`src/rtl/bank_read_handler.sv`:
```
// bank_read_handler: read-side companion to the four-bank write decode.
// Accepts one read request at a time, pulses a one-hot bank read enable
// (held off while the write path targets the same bank), waits the fixed
// bank read latency, captures the bank data and returns it on a
// valid/ready response channel.
module bank_read_handler #(
    parameter int READ_LATENCY = 1,   // legal range 1..4
    parameter int ADDR_WIDTH   = 8,
    parameter int DATA_WIDTH   = 32
) (
    input  logic                  clk,
    input  logic                  rst_n,
    // request channel
    input  logic                  req_valid,
    output logic                  req_ready,
    input  logic [1:0]            req_bank,
    input  logic [ADDR_WIDTH-1:0] req_addr,
    // write path snoop
    input  logic                  write_enable,
    input  logic [1:0]            write_bank_select,
    // bank interface
    output logic [3:0]            bank_read_enable,
    output logic [ADDR_WIDTH-1:0] bank_addr,
    input  logic [DATA_WIDTH-1:0] bank01_rdata,
    input  logic [DATA_WIDTH-1:0] bank02_rdata,
    input  logic [DATA_WIDTH-1:0] bank03_rdata,
    input  logic [DATA_WIDTH-1:0] bank04_rdata,
    // response channel
    output logic                  rsp_valid,
    input  logic                  rsp_ready,
    output logic [DATA_WIDTH-1:0] rsp_data,
    output logic [1:0]            rsp_bank,
    // status
    output logic                  busy,
    output logic [15:0]           stall_count
);

    localparam logic [1:0] S_IDLE  = 2'd0;
    localparam logic [1:0] S_ISSUE = 2'd1;
    localparam logic [1:0] S_WAIT  = 2'd2;
    localparam logic [1:0] S_RESP  = 2'd3;

    localparam logic [2:0] LAT_LOAD = 3'(READ_LATENCY);

    logic [1:0]            state;
    logic [1:0]            lat_bank;   // bank latched at request acceptance
    logic [2:0]            lat_cnt;    // remaining bank read latency
    logic                  conflict;
    logic [DATA_WIDTH-1:0] sel_rdata;

    // The write path owns the bank this cycle if it targets the latched bank.
    assign conflict  = write_enable && (write_bank_select == lat_bank);

    assign req_ready = (state == S_IDLE);
    assign busy      = (state != S_IDLE);
    assign rsp_valid = (state == S_RESP);

    // One-hot read enable, only in ISSUE and only when the bank is free.
    always_comb begin
        // NOTE: every combinational output gets a default first so no path
        // leaves it unassigned, which would otherwise infer a latch.
        bank_read_enable = 4'b0000;
        if (state == S_ISSUE && !conflict) begin
            bank_read_enable[lat_bank] = 1'b1;
        end
    end

    // Select the latched bank's read data for capture.
    always_comb begin
        sel_rdata = bank01_rdata;
        case (lat_bank)
            2'd0:    sel_rdata = bank01_rdata;
            2'd1:    sel_rdata = bank02_rdata;
            2'd2:    sel_rdata = bank03_rdata;
            default: sel_rdata = bank04_rdata;
        endcase
    end

    // Request/issue/wait/response sequencing, stall counting and capture.
    always_ff @(posedge clk) begin
        // NOTE: sequential state uses non-blocking assignments so every
        // register samples pre-edge values regardless of statement order.
        if (!rst_n) begin
            state       <= S_IDLE;
            lat_bank    <= 2'd0;
            lat_cnt     <= 3'd0;
            bank_addr   <= '0;
            rsp_data    <= '0;
            rsp_bank    <= 2'd0;
            stall_count <= 16'd0;
        end else begin
            case (state)
                S_IDLE: begin
                    if (req_valid) begin
                        lat_bank  <= req_bank;
                        bank_addr <= req_addr;
                        state     <= S_ISSUE;
                    end
                end
                S_ISSUE: begin
                    if (conflict) begin
                        if (stall_count != 16'hFFFF) begin
                            stall_count <= stall_count + 16'd1;
                        end
                    end else begin
                        lat_cnt <= LAT_LOAD;
                        state   <= S_WAIT;
                    end
                end
                S_WAIT: begin
                    lat_cnt <= lat_cnt - 3'd1;
                    if (lat_cnt == 3'd1) begin
                        rsp_data <= sel_rdata;
                        rsp_bank <= lat_bank;
                        state    <= S_RESP;
                    end
                end
                default: begin
                    if (rsp_ready) begin
                        state <= S_IDLE;
                    end
                end
            endcase
        end
    end

endmodule
```
`config.mk`:
```
export PLATFORM = sky130hd
export DESIGN_NAME = bank_read_handler
export DESIGN_NICKNAME = d
export VERILOG_FILES = /design/src/rtl/bank_read_handler.sv
export SDC_FILE = /design/constraint.sdc
export NUM_CORES = 1
export LEC_CHECK = 0
export ABC_AREA = 1
export CAP_MARGIN = 15
export CELL_PAD_IN_SITES_DETAIL_PLACEMENT = 0
export CELL_PAD_IN_SITES_GLOBAL_PLACEMENT = 1
export CORE_MARGIN = 1.5
export CORE_UTILIZATION = 25
export DETAILED_ROUTE_END_ITERATION = 10
export PLACE_DENSITY_LB_ADDON = 0.1
export SLEW_MARGIN = 0
export SYNTH_ARGS = -nofsm -noshare
export SYNTH_HDL_FRONTEND = slang
export SYNTH_SLANG_ARGS = --single-unit
```
`constraint.sdc`:
```
create_clock -name clk -period 1.8 [get_ports clk]
set_input_delay 0.36 -clock clk [delete_from_list [all_inputs] [get_ports clk]]
set_output_delay 0.36 -clock clk [all_outputs]
set_load 0.02 [all_outputs]
```
==> flow_summary.json, run 1 <==
{
  "clk_latency_ns": 0.34,
  "worstPathRequired_ns": 1.44,
  "yosysSeqAreaShare": 0.357,
  "start_util": 0.260,
  "r2r_cells": 8,
  "fp.dieArea_mm2": 0.0153,
  "synth_ff_type": "dfxtp_1",
  "cts_tree": "done",
  "htreeDepth": 3,
  "r2r_slack_ns": 0.13,
  "holdPathEnd": "lat_cnt[1]$_SDFFE_PN0P_",
  "hold_ws_ns": 0.462,
  "fillers": 1451,
  "place_hpwl_um": 10900,
  "grt.total_usage": 0.189,
  "drt-total-wl_um": 14700,
  "grt_pass1_vias": 4378,
  "layout_common_cells": "189 x clkdlybuf4s50_1, 116 x nand2_1, 90 x a21oi_1",
  "drive_above_1_share": 0.129,
  "via_count": 4519,
  "syn_area_per_cell_um2": 6.73,
  "cp_cell_sequence": "clkdlybuf4s50_1",
  "async_reset_ff_frac": 0,
  "grt_first_pass_wirelength_um": 22000,
  "post_drt_wl_per_cell_um": 15.4,
  "hold_violations": 0,
  "dp_slack_ns": -0.595,
  "firstDrtPassIters": 4,
  "setup-violations-final": 0,
  "cp_max_fo": 5,
  "yosys_warnings": 0,
  "final_cell_count_no_fill": 957,
  "reg2reg_to": "rsp_data[31]$_SDFFE_PN0P_",
  "drt_iter0_markers": 179,
  "io_pins": 210,
  "max_freq_mhz": 571,
  "fp.dieW_um": 124,
  "synth_area_mm2": 0.00365,
  "clock_sinks": 65,
  "setup_ws_ns": 0.0490,
  "layout.area.seq_mm2": 0.00130,
  "multi_input_area_mm2": 0.00213,
  "cellLeakagePower_uw": 0.00276,
  "drc": 0,
  "synthDistinctLibCells": 33,
  "port_buffers": 209,
  "clkTransAtPathRegs_ns": 0.06,
  "synth_nets": 694,
  "fp.coreArea_mm2": 0.0140,
  "place_congestion": 0.820,
  "cp-end-kind": "output port",
  "cpPeakStageDelay_ns": 0.63,
  "synth.ff_latch_count": 65,
  "cp_top_family": "buffers and inverters",
  "grt-ovfl-total": 0,
  "drv_slew": 0,
  "grt_setup_unrepaired": "true",
  "min_from": "lat_cnt[1]$_SDFFE_PN0P_",
  "final_nets": 925,
  "min_path_cells": 2,
  "dp_cells": 935,
  "clock-skew-final_ns": 0.00881,
  "critPathLaunchType": "flop",
  "final_cell_area_mm2": 0.00654,
  "drtAntennaViolNets": 0,
  "critical_path_buf_inv_count": 1,
  "die_h_um": 124,
  "synth_edf_count": 0,
  "min_period_ns": 1.75,
  "layout_commonest_cell": "clkdlybuf4s50_1",
  "relSlewSlack": 0.637,
  "grt_max_degree": 35,
  "cts_made_buffers": 9,
  "cts-root-buf": "clkbuf_16",
  "tns_ns": 0,
  "antenna_cells": 0,
  "synthCells": 542,
  "worstPathArrival_ns": 1.39,
  "path_class": "flop to output port",
  "holdCritPathClass": "flop to flop",
  "power_density_mw_per_mm2": 955,
  "cts_buffer_depth": 2,
  "drv_cap": 0,
  "worst_pin_slew_ns": 0.544,
  "status": "completed",
  "antenna_found_initial": 0,
  "crit_slowest_cell": "clkdlybuf4s50_1",
  "placed_area_mm2": 0.00611,
  "viasPerCell": 4.72,
  "peakVddDrop_mv": 0.431,
  "period_share": 0.973,
  "r2r-start": "lat_bank[0]$_SDFFE_PN0P_",
  "rows": 43,
  "synthToLayoutAreaGrowth_pct": 79.1
}
## worst max path at each step
stage / startpoint / end / depth (start not counted)
floorplan: lat_bank[1]$_SDFFE_PN0P_ / bank_read_enable[2] / 4
global placement: write_bank_select[1] / bank_read_enable[2] / 6
detailed placement: write_bank_select[1] / bank_read_enable[1] / 6
CTS: stall_count[2]$_SDFFE_PN0P_ / stall_count[2] / 1
global route: lat_bank[0]$_SDFFE_PN0P_ / bank_read_enable[1] / 8
finish: stall_count[3]$_SDFFE_PN0P_ / stall_count[3] / 1
## state kept, by name (all words and copies together), names as in the netlist
register     cells
state            2
lat_cnt          3
rsp_bank         2
rsp_data        32
lat_bank         2
bank_addr        8
stall_count     16
## timing repair
action                                  in CTS  in global routing
endpoints found under the setup margin      11                 38
buffers inserted                             0                  5
cloned                                       0                  2
gates resized for setup                     34                 28
pin swaps                                    2                  3
hold buffers                                 0                  0
## stage by stage
| step | utilization | power (µW) |
|---|---|---|
| 6_report | 0.465 | 6240 |
| 5_1_grt | 0.465 | 6670 |
| 4_1_cts | 0.455 | 6250 |
| 3_5_place_dp | 0.435 | 4450 |
| 3_3_place_gp | 0.435 | 4430 |
| 2_1_floorplan | - | 3190 |
## synthesized netlist by cell type, drive strengths merged, types with 2 or more instances
master  instances  area (µm²)
nor3            6        35.0
dfxtp          65        1300
ha              7        87.6
nand4           5        31.3
buf            23         133
nor2           46         211
inv            21        78.8
nand3          44         238
clkbuf         12        45.0
nand3b          2        15.0
xnor2           6        71.3
nand2         122         470
o21ai          83         415
xor2            3        26.3
a21oi          93         465
## power breakdown
group | internal [µW] | switching, µW
Combinational | 1280 | 1460
Sequential | 1620 | 104
Clock | 1100 | 675
Total | 4000 | 2240
## layout make-up
class,count,area share
Sequential cell,65,0.200
Timing Repair Buffer,255,0.382
Inverter,22,0.0132
Clock inverter,5,0.00862
Tap cell,180,0.0345
Multi-Input combinational cell,420,0.326
Clock buffer,10,0.0366
## metal layers
layer,share of wire,up-vias,routed length [µm],GRT usage
met5,0,-,0,0
met4,0.019,0,286,0.0654
met3,0.077,17,1140,0.0723
met2,0.50,139,7320,0.331
met1,0.41,2070,5980,0.208
li1,-,2293,-,-
## logic make-up (layout without fill, tap and decap cells)
group	Yosys count	in the layout	share of synthesized area
and+or+nand+nor	226	226	0.276
AOI/OAI and AO/OA	178	178	0.245
DFF	65	65	0.357
buffers and inverters	57	292	0.0713
xor gates and xnor gates	9	9	0.0267
adders and majority gates	7	7	0.0240
## tightest hold or removal path, stage by stage (launching register included)
cell and delay [ns]:
dfxtp_1 0.31, nand2_1 0.06, a21oi_1 0.05
No activity file was read; power rests on OpenSTA's default activity.
==> run 2, diff against run 1 <==
--- a/config.mk
+++ b/config.mk
@@ -6,7 +6,8 @@
 export NUM_CORES = 1
 export LEC_CHECK = 0
 export ABC_AREA = 1
-export CAP_MARGIN = 15
+export ABC_CLOCK_PERIOD_IN_PS = 1800
+export CAP_MARGIN = 20
 export CELL_PAD_IN_SITES_DETAIL_PLACEMENT = 0
 export CELL_PAD_IN_SITES_GLOBAL_PLACEMENT = 1
 export CORE_MARGIN = 1.5
==> results of run 2 <==
Final layout, timing and power as in run 1 (identical DEF).
==> run 3, diff against run 2 <==
--- a/config.mk
+++ b/config.mk
@@ -13,7 +13,7 @@
 export CORE_MARGIN = 1.5
 export CORE_UTILIZATION = 25
 export DETAILED_ROUTE_END_ITERATION = 10
-export PLACE_DENSITY_LB_ADDON = 0.1
+export PLACE_DENSITY_LB_ADDON = 0.3
 export SLEW_MARGIN = 0
 export SYNTH_ARGS = -nofsm -noshare
 export SYNTH_HDL_FRONTEND = slang
==> run 3 against run 2 <==
  * Sequential power barely moved
  * First-iteration DRC count fell by 12%
  * Routed wire length fell by 0.37%
  * Register-to-register slack improved by 0.02 ns
  * Clock-buffer cell count did not move
  * Total power rose by 6.0%
  * Via count rose by 0.53%
  * Critical path type unchanged
==> flow_summary.json, run 3 (synthesized netlist as in run 1, its figures left out) <==
{
  "status": "completed",
  "cts_made_buffers": 9,
  "drive_above_1_share": 0.116,
  "cts-root-buf": "clkbuf_16",
  "max_freq_mhz": 568,
  "r2r_slack_ns": 0.15,
  "port_buffers": 209,
  "antenna_found_initial": 0,
  "peakVddDrop_mv": 0.412,
  "hold_violations": 0,
  "cp_top_family": "buffers and inverters",
  "worstPathArrival_ns": 1.40,
  "holdCritPathClass": "flop to flop",
  "fp.dieW_um": 124,
  "antenna_cells": 0,
  "cts_tree": "done",
  "relSlewSlack": 0.620,
  "cp-end-kind": "output port",
  "place_hpwl_um": 11100,
  "reg2reg_to": "rsp_data[12]$_SDFFE_PN0P_",
  "min_period_ns": 1.76,
  "io_pins": 210,
  "viasPerCell": 4.76,
  "drv_cap": 0,
  "utilization": 0.467,
  "drv_slew": 0,
  "start_util": 0.260,
  "r2r-start": "state[0]$_SDFFE_PN0P_",
  "drtAntennaViolNets": 0,
  "path_class": "flop to output port",
  "final_nets": 921,
  "fp.dieArea_mm2": 0.0153,
  "drc": 0,
  "final_cell_area_mm2": 0.00656,
  "fp.coreArea_mm2": 0.0140,
  "cts_buffer_depth": 2,
  "placed_area_mm2": 0.00610,
  "post_drt_wl_per_cell_um": 15.4,
  "drt-total-wl_um": 14700,
  "reg_top3": "rsp_data x32, stall_count x16, bank_addr x8",
  "worst_pin_slew_ns": 0.569,
  "place_congestion": 0.891,
  "rows": 43,
  "hold_buffers": 0,
  "die_h_um": 124,
  "layout_commonest_cell": "clkdlybuf4s50_1",
  "firstDrtPassIters": 4,
  "clock-skew-final_ns": 0.00563,
  "clkTransAtPathRegs_ns": 0.06,
  "crit_cells": 1,
  "worstSetupStartpoint": "stall_count[4]$_SDFFE_PN0P_",
  "critical_path_buf_inv_count": 1,
  "r2r_cells": 9,
  "layout_common_cells": "190 x clkdlybuf4s50_1, 117 x nand2_1, 93 x a21oi_1",
  "largest_reg_flops": 32,
  "critPathLaunchType": "flop",
  "htreeDepth": 3,
  "regMostFlops": "rsp_data",
  "drt_iter0_markers": 158,
  "cp-endpoint": "stall_count[4]",
  "cp_max_fo": 5,
  "grt.total_usage": 0.192,
  "clock_sinks": 65,
  "clk_latency_ns": 0.34,
  "period_share": 0.979,
  "grt_max_degree": 43,
  "via_count": 4543,
  "cellLeakagePower_uw": 0.00277,
  "grt_first_pass_wirelength_um": 22300,
  "power_density_mw_per_mm2": 1010,
  "cp_cell_sequence": "clkdlybuf4s50_1",
  "cpPeakStageDelay_ns": 0.64,
  "power.total_uw": 6610,
  "worstPathRequired_ns": 1.44,
  "synthToLayoutAreaGrowth_pct": 79.6,
  "crit_slowest_cell": "clkdlybuf4s50_1",
  "grt-ovfl-total": 0,
  "grt_pass1_vias": 4508,
  "setup-violations-final": 0
}
run 3: worst min-delay path by stage:
stage               cells after the start                      end  slack, ns                     from
detailed placement                      2  lat_cnt[1]$_SDFFE_PN0P_       0.46  lat_cnt[1]$_SDFFE_PN0P_
finish                                  2  lat_cnt[1]$_SDFFE_PN0P_       0.47  lat_cnt[1]$_SDFFE_PN0P_
global placement                        2  lat_cnt[1]$_SDFFE_PN0P_       0.45  lat_cnt[1]$_SDFFE_PN0P_
floorplan                               2  lat_cnt[1]$_SDFFE_PN0P_       0.44  lat_cnt[1]$_SDFFE_PN0P_
CTS                                     2  lat_cnt[1]$_SDFFE_PN0P_       0.47  lat_cnt[1]$_SDFFE_PN0P_
global route                            2  lat_cnt[1]$_SDFFE_PN0P_       0.49  lat_cnt[1]$_SDFFE_PN0P_
run 3: final cells by class:
class | count | area (µm²)
fill | 1435 | 7490
timing repair buffer | 251 | 2460
multi-input combinational | 420 | 2120
sequential | 65 | 1300
clock buffer | 10 | 229
tap | 180 | 225
clock inverter | 6 | 130
inverter | 22 | 86.3
run 3: timing repair:
item,in CTS,in global routing
cloned,0,1
setup endpoints to repair,9,46
pin swaps,1,2
setup buffers,0,3
gates resized for setup,33,25
run 3: per-stage QoR:
step	cells	hold slack [ns]	setup slack, ns	TNS [ns]
6_report	954	0.466	0.0383	0
3_5_place_dp	934	0.461	-0.535	-3.08
5_1_grt	954	0.486	-0.0123	-0.0123
2_1_floorplan	542	0.440	0.212	0
3_3_place_gp	934	0.449	-0.505	-2.52
4_1_cts	950	0.468	-0.000718	-0.000718
run 3: where the power goes:
group | internal (µW) | total [µW] | switching [µW] | leakage [µW]
Combinational | 1270 | 2730 | 1450 | 0.00207
Sequential | 1620 | 1730 | 107 | 0.000528
Clock | 1490 | 2150 | 663 | 0.000176
run 3: per-layer routing:
metal / global-route usage / up-vias / routed length (µm)
met1: 0.197 / 2075 / 5720
met4: 0.0826 / 0 / 466
met2: 0.356 / 154 / 7360
li1: - / 2284 / -
met3: 0.0623 / 30 / 1120
met5: 0 / - / 0
